$ cat config.mk
export PLATFORM = sky130hd
export DESIGN_NAME = pc_unit
export DESIGN_NICKNAME = d
export VERILOG_FILES = /design/src/rtl/pc_unit.sv
export SDC_FILE = /design/constraint.sdc
export NUM_CORES = 1
export LEC_CHECK = 0
export CAP_MARGIN = 5
export CORE_MARGIN = 2
export CORE_UTILIZATION = 30
export CTS_CLUSTER_DIAMETER = 40
export CTS_CLUSTER_SIZE = 8
export DETAILED_ROUTE_END_ITERATION = 7
export PLACE_DENSITY = 0.55
export SLEW_MARGIN = 20
export SYNTH_ARGS = -nofsm -noshare
export SYNTH_HDL_FRONTEND = slang
export SYNTH_SLANG_ARGS = --single-unit
$ cat constraint.sdc
create_clock -name clk -period 3.4 [get_ports clk]
set_input_delay 0.34 -clock clk [delete_from_list [all_inputs] [get_ports clk]]
set_output_delay 0.34 -clock clk [all_outputs]
set_load 0.1 [all_outputs]
$ cat src/rtl/pc_unit.sv
// pc_unit: fetch PC sequencer with branch/jump/jr redirect, exception trap and masked level interrupt.
module pc_unit #(
  parameter logic [31:0] RESET_PC = 32'h0000_0000,
  parameter logic [31:0] IRQ_VEC  = 32'h8000_0004,
  parameter logic [31:0] EXC_VEC  = 32'h8000_0008
) (
  input  logic        clk,
  input  logic        reset,
  input  logic        stall,
  input  logic        branch_taken,
  input  logic [31:0] branch_target,
  input  logic        jump,
  input  logic [25:0] jump_index,
  input  logic [31:0] id_pc_plus_4,
  input  logic        jr,
  input  logic [31:0] jr_target,
  input  logic        exception,
  input  logic        irq,
  output logic [31:0] PC,
  output logic        flush_IF,
  output logic        irq_ack,
  output logic [31:0] EPC
);
  logic [31:0] pc_q, pc_d, epc_q, epc_d, pc_plus_4;
  logic        irq_pending_q, irq_pending_d, irq_ack_q, irq_take, jr_go, jump_go;
  always_comb begin
    pc_plus_4     = pc_q + 32'd4;
    jr_go         = jr & ~stall;
    jump_go       = jump & ~stall;
    // kernel mode (PC[31]) masks the interrupt; any other redirect defers it
    irq_take      = irq_pending_q & ~pc_q[31] & ~stall & ~exception & ~branch_taken & ~jr & ~jump;
    pc_d          = exception    ? EXC_VEC :
                    branch_taken ? branch_target :
                    irq_take     ? IRQ_VEC :
                    jr_go        ? jr_target :
                    jump_go      ? {id_pc_plus_4[31:28], jump_index, 2'b00} :
                    stall        ? pc_q : pc_plus_4;
    epc_d         = exception ? id_pc_plus_4 - 32'd4 : irq_take ? pc_plus_4 : epc_q;
    irq_pending_d = ~irq_take & (irq_pending_q | irq);
    flush_IF      = ~reset & (exception | branch_taken | irq_take | jr_go | jump_go);
  end
  always_ff @(posedge clk) begin
    if (reset) begin
      pc_q          <= RESET_PC;
      epc_q         <= 32'd0;
      irq_pending_q <= 1'b0;
      irq_ack_q     <= 1'b0;
    end else begin
      pc_q          <= pc_d;
      epc_q         <= epc_d;
      irq_pending_q <= irq_pending_d;
      irq_ack_q     <= irq_take;
    end
  end
  assign PC      = pc_q;
  assign EPC     = epc_q;
  assign irq_ack = irq_ack_q;
endmodule

# ---- Word level (Yosys, flattened, before mapping)
# Index checks and enable logic that the tools add are counted.
# Widths: inputs -> output; s select.
dict set report totals {
  regBits 66
  in_bits 130
  out_inout_bits 66
  elab_cells 42
}
dict set report op_classes {
  add_sub_neg 2
  n_eq_ne 2
  muxes 8
  n_bitwise 23
  reduce_logical 2
}
# cell n
set ops {}
lappend ops {{$mux 32} 8}
lappend ops {{$add 32x3->32 const B} 1}
lappend ops {{$sub 32x3->32 const B} 1}
lappend ops {{$and 1x1->1} 10}
lappend ops {{$not 1->1} 8}
lappend ops {{$ne 6x1->1 const B} 1}
lappend ops {{$ne 5x1->1 const B} 1}
lappend ops {{$or 1x1->1} 5}
lappend ops {{$reduce_bool 2->1} 1}
lappend ops {{$reduce_or 2->1} 1}

# ---- Longest topological paths before layout
# Gate-level depths: netlist (run 1).
dict set report logic_depth {
  depth_word 11
  depth_mapped 8
  mapped_depth_nobuf 7
}

# ---- Worst setup path before layout (run 1)
# OpenSTA, ideal clock, no wires.
dict set report synth_timing {
  path_type {register to output}
  startpoint {register pc_q[31], in the netlist PC[31]}
  endpoint {output flush_IF}
  arrival_ps 3195
  required_ps 3060
  path_slack_ps -135
  path_stages_with_launch 7
  cell_sequence {dfxtp_1 -> nand2b_1 -> nand2b_1 -> clkbuf_1 -> buf_2 -> buf_2 -> a21oi_1}
}
dict set report synth_between {
  elab_chain_len 11
}
# item line
set synth_rtl {}
lappend synth_rtl {{from (decl)} 24} ;# logic [31:0] pc_q, pc_d, epc_q, epc_d, pc_plus_4;
lappend synth_rtl {{from (signal assigned)} 49} ;# pc_q <= pc_d;
lappend synth_rtl {{$not 1->1} 31} ;# irq_take = irq_pending_q & ~pc_q[31] & ~stall & ~exception & ~branch_taken & ~jr & ~jump;
lappend synth_rtl {{$and 1x1->1 (6 in series)} 31}
lappend synth_rtl {{$or 1x1->1 (3 in series)} 40} ;# flush_IF = ~reset & (exception | branch_taken | irq_take | jr_go | jump_go);
lappend synth_rtl {{$and 1x1->1} 40}
lappend synth_rtl {{to (decl)} 20} ;# output logic flush_IF,
# Every way passes these cells.

# ---- Final worst setup path (run 1)
dict set report layout_timing {
  startpoint {input jr}
  endpoint {output flush_IF}
}
dict set report layout_between {
  elab_chain_len 7
}
# item line
set layout_rtl {}
lappend layout_rtl {{from (decl)} 15} ;# input logic jr,
lappend layout_rtl {{$not 1->1} 31}
lappend layout_rtl {{$and 1x1->1 (2 in series)} 31}
lappend layout_rtl {{$or 1x1->1} 40}
lappend layout_rtl {{$or 1x1->1 * (2 in series)} 40}
lappend layout_rtl {{$and 1x1->1 *} 40}
# Every way passes the cells marked *; elsewhere a longest branch is shown, timed or not.

==> run metrics, run 1 <==
Vert. Die Dim=131 um; Post-Syn Instances=625; core outline area=0.0159 sq mm; Final Core Density=0.464; setup TNS=0 ns; Post-CTS Setup Inserts=0; Clock Latency Late Sink=0.34 ns; initial antenna violation count=1; total detailed-routing wirelength=21300 um; Synth-to-Final Area Change=51.3%; Max stage delay on crit path=0.54 ns; WL/cell=20.8 um; FF-to-FF Start=PC[3]; final period utilization=0.753; hold depth=2; Final setup viols=0; CP bufs+invs=3; CTS tree=built; vias=5696; hold_sp=EPC[26]; Die X-Extent=131 um; Yosys reg bits=66; Slew HR=0.262; minimum clock period=2.56 ns; Starting DRT DRC Count=439; Worst setup EP type=primary output; Min-Delay Endpoint=EPC[26]; Hold Crit Class=register to register; filler instances=1617; Starting Density=0.307; CP Launch Point=jr; First-pass DRT Iterations=5; Slowest-stage cell, CP=clkdlybuf4s50_1; CP Launch Type=input pin; HPWL after detailed placement=16200 um; Final Max Tran Viols=0; Synth Warn #=0; reg2reg path depth=7; sequential fraction of the synthesis area=0.271; syn_area_per_cell=7.80 sq um; crit-path leading delay family=buffers and inverters; share of cells above drive strength 1=0.0902; Worst VDD drop=0.000234 V; RSZ-0062 raised after global routing=no; CTS max path bufs=2; # DRC=0; Syn Std Cell Area=0.00487 sq mm; max-cap violations=0; CTS resizes=0; Final Non-Filler Cells=1026; Placed Cells=1011; critical path required time=3.06 ns; H-Tree Depth=3; Worst-path clk slew=0.05 ns; pwr/cell area=366 mW/mm^2; Multi-input gate area=0.00330 sq mm; post-synth top area cell=dfxtp_1; count of nets after finishing=938; Top FF cell, synth=dfxtp_1; Final Skew=0.0115 ns; Worst path depth=7; Post-synth EDFFs=0; most used cell, CP=nor2_1; first-pass GRT wire length=32900 um; Worst Path Arrival=2.22 ns; I/O Pins=196; number of cell rows=46; GP Congestion=0.857; clk root buf=clkbuf_16; asr flop ratio synth=0; Num CTS Buffers=9; largest net degree at the start of global routing=33; grt ovf=0; drt via density=5.55; Synth cell types=72; cells taking the most area after synthesis=dfxtp_1 (27%), o21ai_0 (5.0%), xnor2_1 (4.0%), nand2_1 (3.9%), nor2_1 (3.9%); Worst Setup Slack, final=0.841 ns; Register Area=0.00132 sq mm; IO Port Bufs=195; Routed Antenna Nets=0; syn_nets=757; Leakage=0.00253 uW; fmax=0.391 GHz; Final Hold Fails=0; Tot GR Track Use=0.243; Critical Path Fanout Max=17; RR Endpoint=EPC[24]; status=completed; Fin Hold WS=0.491 ns; vias in the first global route=5587; R2R setup slack=0.94 ns; Hold Buf Count CTS=0; pre-CTS setup slack=0.529 ns; DIE AREA=0.0173 sq mm; Crit Path Class=input pin to primary output; worst path cell trace=clkdlybuf4s50_1, buf_4, nor2_1, nor2_1, nor3_1, a21oi_2, buf_12; Yosys top cell area share=0.271; actual transition at the worst max-transition pin=1.10 ns; clk sink count=66
-- worst max-delay path by stage --
stage          endpoint
6_report       flush_IF
5_1_grt        flush_IF
4_1_cts        flush_IF
3_5_place_dp    EPC[24]
3_3_place_gp    EPC[24]
2_1_floorplan  flush_IF
-- flip-flops by register name, indices dropped and copies added (netlist names) --
| signal | count |
|---|---|
| irq_ack | 1 |
| irq_pending_q | 1 |
| EPC | 32 |
| PC | 32 |
-- report_power, final --
part	switching, uW	total [uW]	leakage, uW	internal (uW)
Clock	354	954	0.000141	600
Combinational	564	882	0.00184	318
Sequential	46.6	865	0.000543	818
Total	964	2700	0.00253	1740
-- worst register-to-register path, stage by stage, from the launching register on --
cell and delay [ns]:
dfxtp_1 0.40, ha_1 0.25, nand4_1 0.13, nor4_2 0.58
buf_4 0.28, nand3_1 0.13, o21ai_0 0.39, o22ai_1 0.15
-- final cells by class --
class	count	area share
diodes	1	0.000339
clock buffers	12	0.0348
clock inverters	2	0.00509
inverters	10	0.00509
multi-input cells	499	0.448
flip-flops and latches	66	0.179
well taps	216	0.0366
repair buffers	220	0.291
-- layer usage --
| metal | share of wire | vias to the layer above | GRT usage | wire length (um) |
|---|---|---|---|---|
| met5 | 0 | - | 0 | 0 |
| met4 | 0.014 | 0 | 0.0694 | 309 |
| met3 | 0.061 | 18 | 0.0370 | 1310 |
| met2 | 0.45 | 234 | 0.382 | 9680 |
| met1 | 0.47 | 2715 | 0.343 | 10000 |
| li1 | - | 2729 | - | - |
-- synth_stat cells, types with 11 or more instances --
cell	n
xor2_1	20
clkbuf_1	29
nand2b_1	13
o21ai_0	49
o22ai_1	18
a221oi_1	11
dfxtp_1	66
nor3_1	26
nor4_1	20
nand2_1	51
mux2i_1	16
nand4_1	11
nand3_1	20
a211oi_1	13
nor2_1	51
xnor2_1	22
a21oi_1	23
-- cell families (layout without fill, tap and decap cells) --
family                   Yosys count  count (layout)  synth area share
other                              0               1                 0
AO/OA/AOI/OAI                    186             186             0.260
XOR/XNOR                          42              42            0.0755
AND/OR/NAND/NOR                  246             246             0.285
multiplexers                      23              23            0.0490
adder cells (fa/ha/maj)            2               2           0.00513
buffers and inverters             60             244            0.0536
flip-flops                        66              66             0.271
-- cell usage in the layout (no fill, tap or decap), types with 9 or more instances in the layout --
cell and n:
buf_4 25, nand2_1 51, mux2i_1 16, o22ai_1 18, clkbuf_16 9, nor3_1 26, nor2_1 51, nand3_1 20
clkdlybuf4s50_1 193, o21ai_0 49, xor2_1 20, inv_1 10, nor4_1 19, dfxtp_1 66, a211oi_1 13, nand4_1 11
nand2b_1 13, a21oi_1 22, xnor2_1 22, a221oi_1 11
-- metrics by stage --
stage / power [uW] / area [sq um]
detailed placement: 1760 / 7080
finish: 2700 / 7370
global route: 2790 / 7370
global placement: 1750 / 7080
CTS: 2710 / 7370
floorplan: 1400 / 4880
No activity file was read; power rests on OpenSTA's default activity.
==> run 2: changes to the inputs <==
==> constraint.sdc (replaced) <==
create_clock -name clk -period 2.4 [get_ports clk]
set_input_delay 0.24 -clock clk [delete_from_list [all_inputs] [get_ports clk]]
set_output_delay 0.24 -clock clk [all_outputs]
set_load 0.1 [all_outputs]
==> run 2 against run 1 <==
Against the previous run: count of clock-buffer cells in the layout rose by 1; sequential power up 42%; global-route usage increased by 0.39 points; first-iteration DRC count up 1.1%; worst setup slack worse by 0.69 ns; cell area is 3.7% higher; flip-flop and latch count is the same; largest cell class unchanged; largest power group unchanged.
==> run metrics, run 2 (synthesis gave the netlist of run 1 again) <==
grt ovf=0; hold depth=3; fin area=0.00765 sq mm; WL/cell=20.3 um; status=completed; critical path required time=2.68 ns; Worst Path Arrival=2.53 ns; # DRC=0; commonest non-fill, non-tap cell in the layout=buf_4; Final Skew=0.00793 ns; number of cell rows=46; CP Launch Type=register; Starting DRT DRC Count=444; fmax=0.445 GHz; vias=5906; metal2 WL=10000 um; Final Non-Filler Cells=1074; Met1 Wirelength=9820 um; share of cells above drive strength 1=0.238; Placed Cells=1057; Synth-to-Final Area Change=56.9%; clk sink count=66; count of nets after finishing=984; actual transition at the worst max-transition pin=0.691 ns; Critical Path Fanout Max=11; worst path cell trace=buf_4, and4_1, nand3_2, buf_4, nor4b_1, buf_4, mux2_2, a22o_1; Crit Path Class=register to register; top sig layer=met4; Final setup viols=0; CTS max path bufs=2; Hold Crit Class=input pin to register; Final Max Tran Viols=0; Routed Antenna Nets=0; Worst VDD drop=0.000341 V; Num CTS Buffers=9; Max stage delay on crit path=0.48 ns; Worst-path clk slew=0.06 ns; Slew HR=0.537; IO Port Bufs=195; setup TNS=0 ns; clk root buf=clkbuf_16; minimum clock period=2.25 ns; Post-CTS Setup Inserts=0; first-pass GRT wire length=33500 um; Die X-Extent=131 um; HPWL after detailed placement=16900 um; GP Congestion=0.902; RSZ-0062 raised after global routing=no; met3 wire length=1630 um; Power, Total=3980 uW; dpl cell area=0.00732 sq mm; drt via density=5.50; H-Tree Depth=3; Worst setup EP type=register; Clock Latency Late Sink=0.34 ns; reg2reg path depth=8; Vert. Die Dim=131 um; CTS tree=built; I/O Pins=196; Final Hold Fails=0; largest net degree at the start of global routing=47; Slowest-stage cell, CP=nor4b_1; total detailed-routing wirelength=21800 um; max-cap violations=0; commonest cells after routing, fill and taps aside=buf_4 (134), clkdlybuf4s50_1 (128), nand2_1 (51); First-pass DRT Iterations=5; Leakage=0.00290 uW; most used cell, CP=buf_4; initial antenna violation count=2; vias in the first global route=5881; Starting Density=0.307; pwr/cell area=521 mW/mm^2; final period utilization=0.936; Tot GR Track Use=0.246; core outline area=0.0159 sq mm; DIE AREA=0.0173 sq mm
==> run 2: metrics by stage <==
| stage | hold slack, ns | setup slack, ns | util |
|---|---|---|---|
| after floorplan | 0.344 | 0.00280 | - |
| after global placement | 0.490 | -0.119 | 0.461 |
| after global routing | 0.320 | 0.0693 | 0.482 |
| after detailed placement | 0.486 | -0.125 | 0.461 |
| after CTS | 0.304 | 0.133 | 0.481 |
| final | 0.321 | 0.154 | 0.482 |
==> run 2: path summary, 6_finish.rpt <==
kind | from | end | slack [ns]
setup / recovery | PC[2] | EPC[31] | 0.15
hold / removal | branch_taken | PC[24] | 0.32
setup reg to reg | PC[2] | EPC[31] | 0.15
hold reg to reg | irq_pending_q | irq_pending_q | 0.51
==> run 2: layout make-up <==
| cell class | count | area, sq um |
|---|---|---|
| sequential | 66 | 1340 |
| tap | 216 | 270 |
| clock buffer | 13 | 260 |
| timing repair buffer | 266 | 2350 |
| antenna | 2 | 5.00 |
| fill | 1615 | 8240 |
| inverter | 10 | 37.5 |
| clock inverter | 2 | 60.1 |
| multi-input combinational | 499 | 3320 |
==> run 2: report_power, final <==
group	internal (uW)	switching, uW
sequential	1160	64.6
clock	962	517
combinational	464	813
==> run 2: critical path: cells and delay by family (launching register included) <==
family | cells | cell delay, ns
muxes | 1 | 0.13
DFF | 1 | 0.38
buffers and inverters | 3 | 0.61
and+or+nand+nor | 3 | 0.95
AOI/OAI and AO/OA | 1 | 0.10
==> run 2: layer usage <==
layer | global-route usage | vias up
met2 | 0.392 | 243
met1 | 0.336 | 2811
met3 | 0.0467 | 27
met5 | 0 | -
li1 | - | 2825
met4 | 0.0797 | 0
==> run 2: timing repair <==
action / in CTS / in global routing
setup endpoints to repair: 0 / 1
hold buffers: 0 / 0
gates resized for setup: 0 / 1
